==> src/rtl/microstep_sequencer_pkg.sv <==
// +----------------------------------------------------------------------------+
// | Package : microstep_sequencer_pkg                                          |
// | Purpose : Shared widths, FSM state encoding and step-size helper for the   |
// |           microstep sequencer and its cosine lookup table.                 |
// | Rev     : 1.0  initial release                                             |
// +----------------------------------------------------------------------------+
`default_nettype none

package microstep_sequencer_pkg;

  localparam int PHASE_W   = 8;  // electrical phase: 4 quadrants x 64 entries
  localparam int IDX_W     = 6;  // quarter-wave table index
  localparam int MAG_W     = 8;  // coil magnitude
  localparam int MSRES_MAX = 6;  // largest shift; one full step

  typedef enum logic [1:0] {
    ST_IDLE   = 2'd0,
    ST_LOOK_A = 2'd1,
    ST_LOOK_B = 2'd2,
    ST_COMMIT = 2'd3
  } state_t;

  // Phase increment for a microstep resolution; codes above the full-step
  // shift saturate to a full step.
  function automatic logic [PHASE_W-1:0] step_size(input logic [2:0] ms);
    logic [2:0] sh;
    sh = (ms > 3'(MSRES_MAX)) ? 3'(MSRES_MAX) : ms;
    return PHASE_W'(1) << sh;
  endfunction

endpackage

`default_nettype wire

==> src/rtl/microstep_sequencer_cosine.sv <==
// +----------------------------------------------------------------------------+
// | Module  : microstep_sequencer_cosine                                       |
// | Purpose : Combinational quarter-wave cosine table,                         |
// |           o_mag = round(255 * cos(i_idx * pi / 128)).                      |
// | Ports   : i_idx [5:0] table index                                          |
// |           o_mag [7:0] magnitude                                            |
// | Rev     : 1.0  initial release                                             |
// +----------------------------------------------------------------------------+
`default_nettype none

module microstep_sequencer_cosine
  import microstep_sequencer_pkg::*;
(
  input  logic [IDX_W-1:0] i_idx,
  output logic [MAG_W-1:0] o_mag
);

  always_comb begin
    o_mag = '0;
    case (i_idx)
      6'd0:  o_mag = 8'd255; 6'd1:  o_mag = 8'd255; 6'd2:  o_mag = 8'd255; 6'd3:  o_mag = 8'd254;
      6'd4:  o_mag = 8'd254; 6'd5:  o_mag = 8'd253; 6'd6:  o_mag = 8'd252; 6'd7:  o_mag = 8'd251;
      6'd8:  o_mag = 8'd250; 6'd9:  o_mag = 8'd249; 6'd10: o_mag = 8'd247; 6'd11: o_mag = 8'd246;
      6'd12: o_mag = 8'd244; 6'd13: o_mag = 8'd242; 6'd14: o_mag = 8'd240; 6'd15: o_mag = 8'd238;
      6'd16: o_mag = 8'd236; 6'd17: o_mag = 8'd233; 6'd18: o_mag = 8'd231; 6'd19: o_mag = 8'd228;
      6'd20: o_mag = 8'd225; 6'd21: o_mag = 8'd222; 6'd22: o_mag = 8'd219; 6'd23: o_mag = 8'd215;
      6'd24: o_mag = 8'd212; 6'd25: o_mag = 8'd208; 6'd26: o_mag = 8'd205; 6'd27: o_mag = 8'd201;
      6'd28: o_mag = 8'd197; 6'd29: o_mag = 8'd193; 6'd30: o_mag = 8'd189; 6'd31: o_mag = 8'd185;
      6'd32: o_mag = 8'd180; 6'd33: o_mag = 8'd176; 6'd34: o_mag = 8'd171; 6'd35: o_mag = 8'd167;
      6'd36: o_mag = 8'd162; 6'd37: o_mag = 8'd157; 6'd38: o_mag = 8'd152; 6'd39: o_mag = 8'd147;
      6'd40: o_mag = 8'd142; 6'd41: o_mag = 8'd136; 6'd42: o_mag = 8'd131; 6'd43: o_mag = 8'd126;
      6'd44: o_mag = 8'd120; 6'd45: o_mag = 8'd115; 6'd46: o_mag = 8'd109; 6'd47: o_mag = 8'd103;
      6'd48: o_mag = 8'd98;  6'd49: o_mag = 8'd92;  6'd50: o_mag = 8'd86;  6'd51: o_mag = 8'd80;
      6'd52: o_mag = 8'd74;  6'd53: o_mag = 8'd68;  6'd54: o_mag = 8'd62;  6'd55: o_mag = 8'd56;
      6'd56: o_mag = 8'd50;  6'd57: o_mag = 8'd44;  6'd58: o_mag = 8'd37;  6'd59: o_mag = 8'd31;
      6'd60: o_mag = 8'd25;  6'd61: o_mag = 8'd19;  6'd62: o_mag = 8'd13;  6'd63: o_mag = 8'd6;
      default: o_mag = '0;
    endcase
  end

endmodule

`default_nettype wire

==> src/rtl/microstep_sequencer.sv <==
// +----------------------------------------------------------------------------+
// | Module  : microstep_sequencer                                              |
// | Purpose : Step/direction to two-coil signed microstep current setpoints.   |
// |           One cosine table is time-shared between coil A and coil B.       |
// | Ports   : clk, resetn (async, active low)                                  |
// |           enable  drive enable, low zeroes the outputs and blocks steps    |
// |           step    step request (rising edge), dir 1 = phase increments     |
// |           msres   step size 1<<msres phase counts (7 behaves as 6)         |
// |           phase   electrical phase                                         |
// |           a_mag/a_neg, b_mag/b_neg  coil magnitude and polarity            |
// |           valid   one-cycle pulse on output update, busy = FSM not idle    |
// | Rev     : 1.0  initial release                                             |
// +----------------------------------------------------------------------------+
`default_nettype none

module microstep_sequencer
  import microstep_sequencer_pkg::*;
(
  input  logic               clk,
  input  logic               resetn,
  input  logic               enable,
  input  logic               step,
  input  logic               dir,
  input  logic [2:0]         msres,
  output logic [PHASE_W-1:0] phase,
  output logic [MAG_W-1:0]   a_mag,
  output logic [MAG_W-1:0]   b_mag,
  output logic               a_neg,
  output logic               b_neg,
  output logic               valid,
  output logic               busy
);

  state_t             r_state;
  logic               r_step_q;
  logic               r_en_q;
  logic [PHASE_W-1:0] r_phase;
  logic [MAG_W-1:0]   r_a_tmp;
  logic [MAG_W-1:0]   r_b_tmp;
  logic [1:0]         r_q;       // quadrant the A lookup was made for
  logic [MAG_W-1:0]   r_a_mag;
  logic [MAG_W-1:0]   r_b_mag;
  logic               r_a_neg;
  logic               r_b_neg;
  logic               r_valid;

  logic               w_edge;
  logic               w_en_rise;
  logic [1:0]         w_q;
  logic [IDX_W-1:0]   w_i;
  logic [IDX_W-1:0]   w_a_idx;
  logic [IDX_W-1:0]   w_b_idx;
  logic [IDX_W-1:0]   w_idx;
  logic [MAG_W-1:0]   w_mag;
  logic [PHASE_W-1:0] w_step_sz;
  logic [PHASE_W-1:0] w_phase_nxt;

  assign w_edge    = step & ~r_step_q & enable;
  assign w_en_rise = enable & ~r_en_q;

  assign w_q = r_phase[PHASE_W-1:IDX_W];
  assign w_i = r_phase[IDX_W-1:0];

  // Odd quadrants run the quarter wave backwards; B is A shifted 90 degrees.
  assign w_a_idx = w_q[0] ? ~w_i : w_i;
  assign w_b_idx = w_q[0] ? w_i  : ~w_i;
  assign w_idx   = (r_state == ST_LOOK_B) ? w_b_idx : w_a_idx;

  assign w_step_sz   = step_size(msres);
  assign w_phase_nxt = dir ? (r_phase + w_step_sz) : (r_phase - w_step_sz);

  microstep_sequencer_cosine u_cosine (
    .i_idx (w_idx),
    .o_mag (w_mag)
  );

  always_ff @(posedge clk or negedge resetn) begin
    if (!resetn) begin
      r_state  <= ST_IDLE;
      r_step_q <= 1'b0;
      r_en_q   <= 1'b0;
      r_phase  <= '0;
      r_a_tmp  <= '0;
      r_b_tmp  <= '0;
      r_q      <= '0;
      r_a_mag  <= '0;
      r_b_mag  <= '0;
      r_a_neg  <= 1'b0;
      r_b_neg  <= 1'b0;
      r_valid  <= 1'b0;
    end else begin
      r_step_q <= step;
      r_en_q   <= enable;
      r_valid  <= 1'b0;
      if (!enable) begin
        r_state <= ST_IDLE;
        r_a_mag <= '0;
        r_b_mag <= '0;
        r_a_neg <= 1'b0;
        r_b_neg <= 1'b0;
      end else begin
        if (w_edge) begin
          r_phase <= w_phase_nxt;
        end
        case (r_state)
          ST_IDLE: begin
            if (w_edge || w_en_rise) begin
              r_state <= ST_LOOK_A;
            end
          end
          ST_LOOK_A: begin
            // A new edge makes this lookup stale: restart on the new phase.
            if (w_edge) begin
              r_state <= ST_LOOK_A;
            end else begin
              r_a_tmp <= w_mag;
              r_q     <= w_q;
              r_state <= ST_LOOK_B;
            end
          end
          ST_LOOK_B: begin
            if (w_edge) begin
              r_state <= ST_LOOK_A;
            end else begin
              r_b_tmp <= w_mag;
              r_state <= ST_COMMIT;
            end
          end
          ST_COMMIT: begin
            r_a_mag <= r_a_tmp;
            r_b_mag <= r_b_tmp;
            r_a_neg <= (r_q == 2'd1) || (r_q == 2'd2);
            r_b_neg <= r_q[1];
            r_valid <= 1'b1;
            r_state <= w_edge ? ST_LOOK_A : ST_IDLE;
          end
          default: r_state <= ST_IDLE;
        endcase
      end
    end
  end

  assign phase = r_phase;
  assign a_mag = r_a_mag;
  assign b_mag = r_b_mag;
  assign a_neg = r_a_neg;
  assign b_neg = r_b_neg;
  assign valid = r_valid;
  assign busy  = (r_state != ST_IDLE);

endmodule

`default_nettype wire
==> config.mk <==
export PLATFORM = sky130hd
export DESIGN_NAME = microstep_sequencer
export DESIGN_NICKNAME = d
export VERILOG_FILES = /design/src/rtl/microstep_sequencer_pkg.sv /design/src/rtl/microstep_sequencer_cosine.sv /design/src/rtl/microstep_sequencer.sv
export SDC_FILE = /design/constraint.sdc
export NUM_CORES = 1
export LEC_CHECK = 0
export CORE_MARGIN = 4
export CORE_UTILIZATION = 40
export DETAILED_ROUTE_END_ITERATION = 16
export PLACE_DENSITY_LB_ADDON = 0.3
export SYNTH_ARGS = -nofsm -noshare
export SYNTH_HDL_FRONTEND = slang
export SYNTH_SLANG_ARGS = --single-unit
==> constraint.sdc <==
create_clock -name clk -period 3.1 [get_ports clk]
set_input_delay 0.775 -clock clk [delete_from_list [all_inputs] [get_ports clk]]
set_output_delay 0.775 -clock clk [all_outputs]
set_load 0.1 [all_outputs]
==> results.yml <==
clock_tree:
  htree_levels: 2
  clk_pin_slew_ps: 90
  cts.sink_count: 49
  cts_buffers: 5
  post-cts-setup-buffers: 0
  cts_hold_buf: 0
  clock_latency_ps: 310
  root_buffer: "clkbuf_8"
  cts_resized: 1
  cts_tree: "yes"
  cts_buffer_depth: 2
synth:
  yosysUniqueCellTypes: 59
  yosysTopAreaCellShare: 0.338
  synthArstFlopShare: 1.00
  syn_area_sq_mm: 0.00363
  synth_cells: 417
  ys_top_cells_by_area: "dfrtp_1, ha_1, nand2_1"
  ys_ff_latch: 49
  yosysWarnings: 0
  ys_seq_area_frac: 0.338
  yosysTopAreaCell: "dfrtp_1"
  syn_area_per_cell_sq_um: 8.70
  syn_nets: 442
  synth_ff_type: "dfrtp_1"
  synth_edf_count: 0
floorplanning:
  core_sq_mm: 0.00876
  dieArea_sq_mm: 0.0107
  start_util: 0.414
  fp.dieH_microns: 103
  die_w_microns: 103
  rows: 34
  pin_count: 36
critical_path:
  cp.required_ps: 3300
  crit_family: "simple AND/OR/NAND/NOR gates"
  r2r_start: "r_state[1]"
  arrival_ps: 3140
  path_cells: "nor2b_4 -> xnor2_4 -> xnor2_2 -> inv_1 -> ha_1 -> or3_1 -> a21oi_1 -> o21a_1 -> o311ai_1 -> mux2_2"
  cpPeakStageDelay_ps: 470
  cp_slowest_cell: "dfrtp_1"
  r2r_cells: 10
  crit_type: "flop to flop"
  cp.depth: 10
  crit_start: "r_state[1]"
  crit_fanout: 8
  cp.buffers_inverters: 1
  cp-end-kind: "flop"
  setup.worst_path.start_class: "flop"
timing:
  rsz0062_at_grt: "no"
  finalWorstSetupSlack_ps: 155
  hold_ws_ps: 484
  fin_crit_sh: 0.950
  period_needed_ps: 2950
  hold_violations: 0
  setup_viol: 0
  worst_slew_pin_slew_ps: 738
  drv_slew: 0
  clock_skew_ps: 11.7
  relSlewSlack: 0.507
  max_freq_mhz: 340
status:
  status: "finished clean"
placed_design:
  post-place-ws_ps: -342
  dp_cells: 552
  dp_hpwl_microns: 6690
  dpl_cell_area_sq_mm: 0.00412
  io_buffers: 35
  gp_congestion: 0.930
layout:
  drive_gt1_frac: 0.188
  final_common_cell: "buf_4"
  syn2layout_area_growth_pct: 16.5
  final_area_sq_mm: 0.00422
  antenna_cells: 0
  instances_no_fill: 560
  final_net_count: 476
  most-common-layout-cells: "buf_4, nand2_1, dfrtp_1"
global_routing:
  grt_pass1_vias: 3215
  grt_use_total: 0.186
  use_met1: 0.263
  grt.met2_usage: 0.284
  grt_max_degree: 47
  antenna_found_initial: 0
  grt-busiest-layer: "met2"
  grt.met3_usage: 0.0309
  grt_pass1_wl_microns: 15800
  grt-ovfl-total: 0
routing:
  drc: 0
  drt-total-wl_microns: 9610
  postRouteAntennaNets: 0
  route.vias.total: 3385
  drt_iter0_drc: 364
  wl_per_cell_microns: 17.2
  via_per_inst: 6.04
  dr.pass1.iters: 5
min_path:
  min_path_type: "input pin to async pin"
job:
  drv_cap: 0
## flip-flops by register name, summed over array words and instances (netlist names)
name / cells
a_mag: 8
b_mag: 8
phase: 8
r_a_tmp: 8
r_b_tmp: 8
r_q: 2
r_state: 2
a_neg: 1
b_neg: 1
r_en_q: 1
r_step_q: 1
valid: 1
## worst paths after layout
check                                  end  slack [ps]
worst min register to register  r_b_tmp[5]         490
min in group clk                r_b_tmp[5]         490
worst max register to register  r_b_tmp[3]         150
worst min-delay path              a_mag[2]         480
max in group asynchronous       r_a_tmp[0]        2020
worst max-delay path            r_b_tmp[3]         150
## cells in the mapped netlist (5+ instances only)
library cell and n:
dfrtp_1 49, nor2b_1 11, inv_1 13, o21ai_0 28, o211ai_1 6, ha_1 16
nor4_1 6, a21o_1 5, a22o_1 18, nand2_1 49, nand3_1 12, xnor2_1 11
o22ai_1 6, nor2_1 15, a21oi_1 23, a31oi_1 8, and3_1 5, a211oi_1 6
nor3_1 11, buf_2 7, mux2_2 8, nand2b_1 12, clkbuf_1 23, mux2i_1 10
## layer usage
metal / wire length, microns / up-vias
li1: - / 1609
met3: 600 / 28
met4: 331 / 0
met1: 4240 / 1607
met5: 0 / -
met2: 4440 / 141
## area by class of cell
cell class                      instances  area (sq um)
Fill cell                             865          4540
Multi-Input combinational cell        318          2220
Sequential cell                        49          1230
Timing Repair Buffer                   62           490
Tap cell                              108           135
Clock buffer                            6          72.6
Inverter                               15          56.3
Clock inverter                          2          15.0
## logic make-up (layout without fill, tap and decap cells)
logic type	after synthesis	after routing	share of synthesized area
flip-flops	49	49	0.338
AO/OA/AOI/OAI	136	136	0.261
multiplexers	18	18	0.0524
XOR/XNOR	17	17	0.0552
AND/OR/NAND/NOR	129	129	0.173
buffers and inverters	50	85	0.0562
adder cells (fa/ha/maj)	18	18	0.0635
## worst register-to-register path: stages, from the launching register on
cell,delay (ps)
dfrtp_1,470
nor2b_4,250
xnor2_4,150
xnor2_2,320
inv_1,180
ha_1,330
or3_1,370
a21oi_1,150
o21a_1,130
o311ai_1,180
mux2_2,310
## through the flow
step	TNS [ps]	utilization
3_3_place_gp	-255	0.470
4_1_cts	0	0.481
5_1_grt	0	0.482
6_report	0	0.482
3_5_place_dp	-369	0.470
2_1_floorplan	0	-
Power is left out: the tool's default activity adds up to more than one toggle a clock period on the data nets, which glitch-free logic cannot reach.
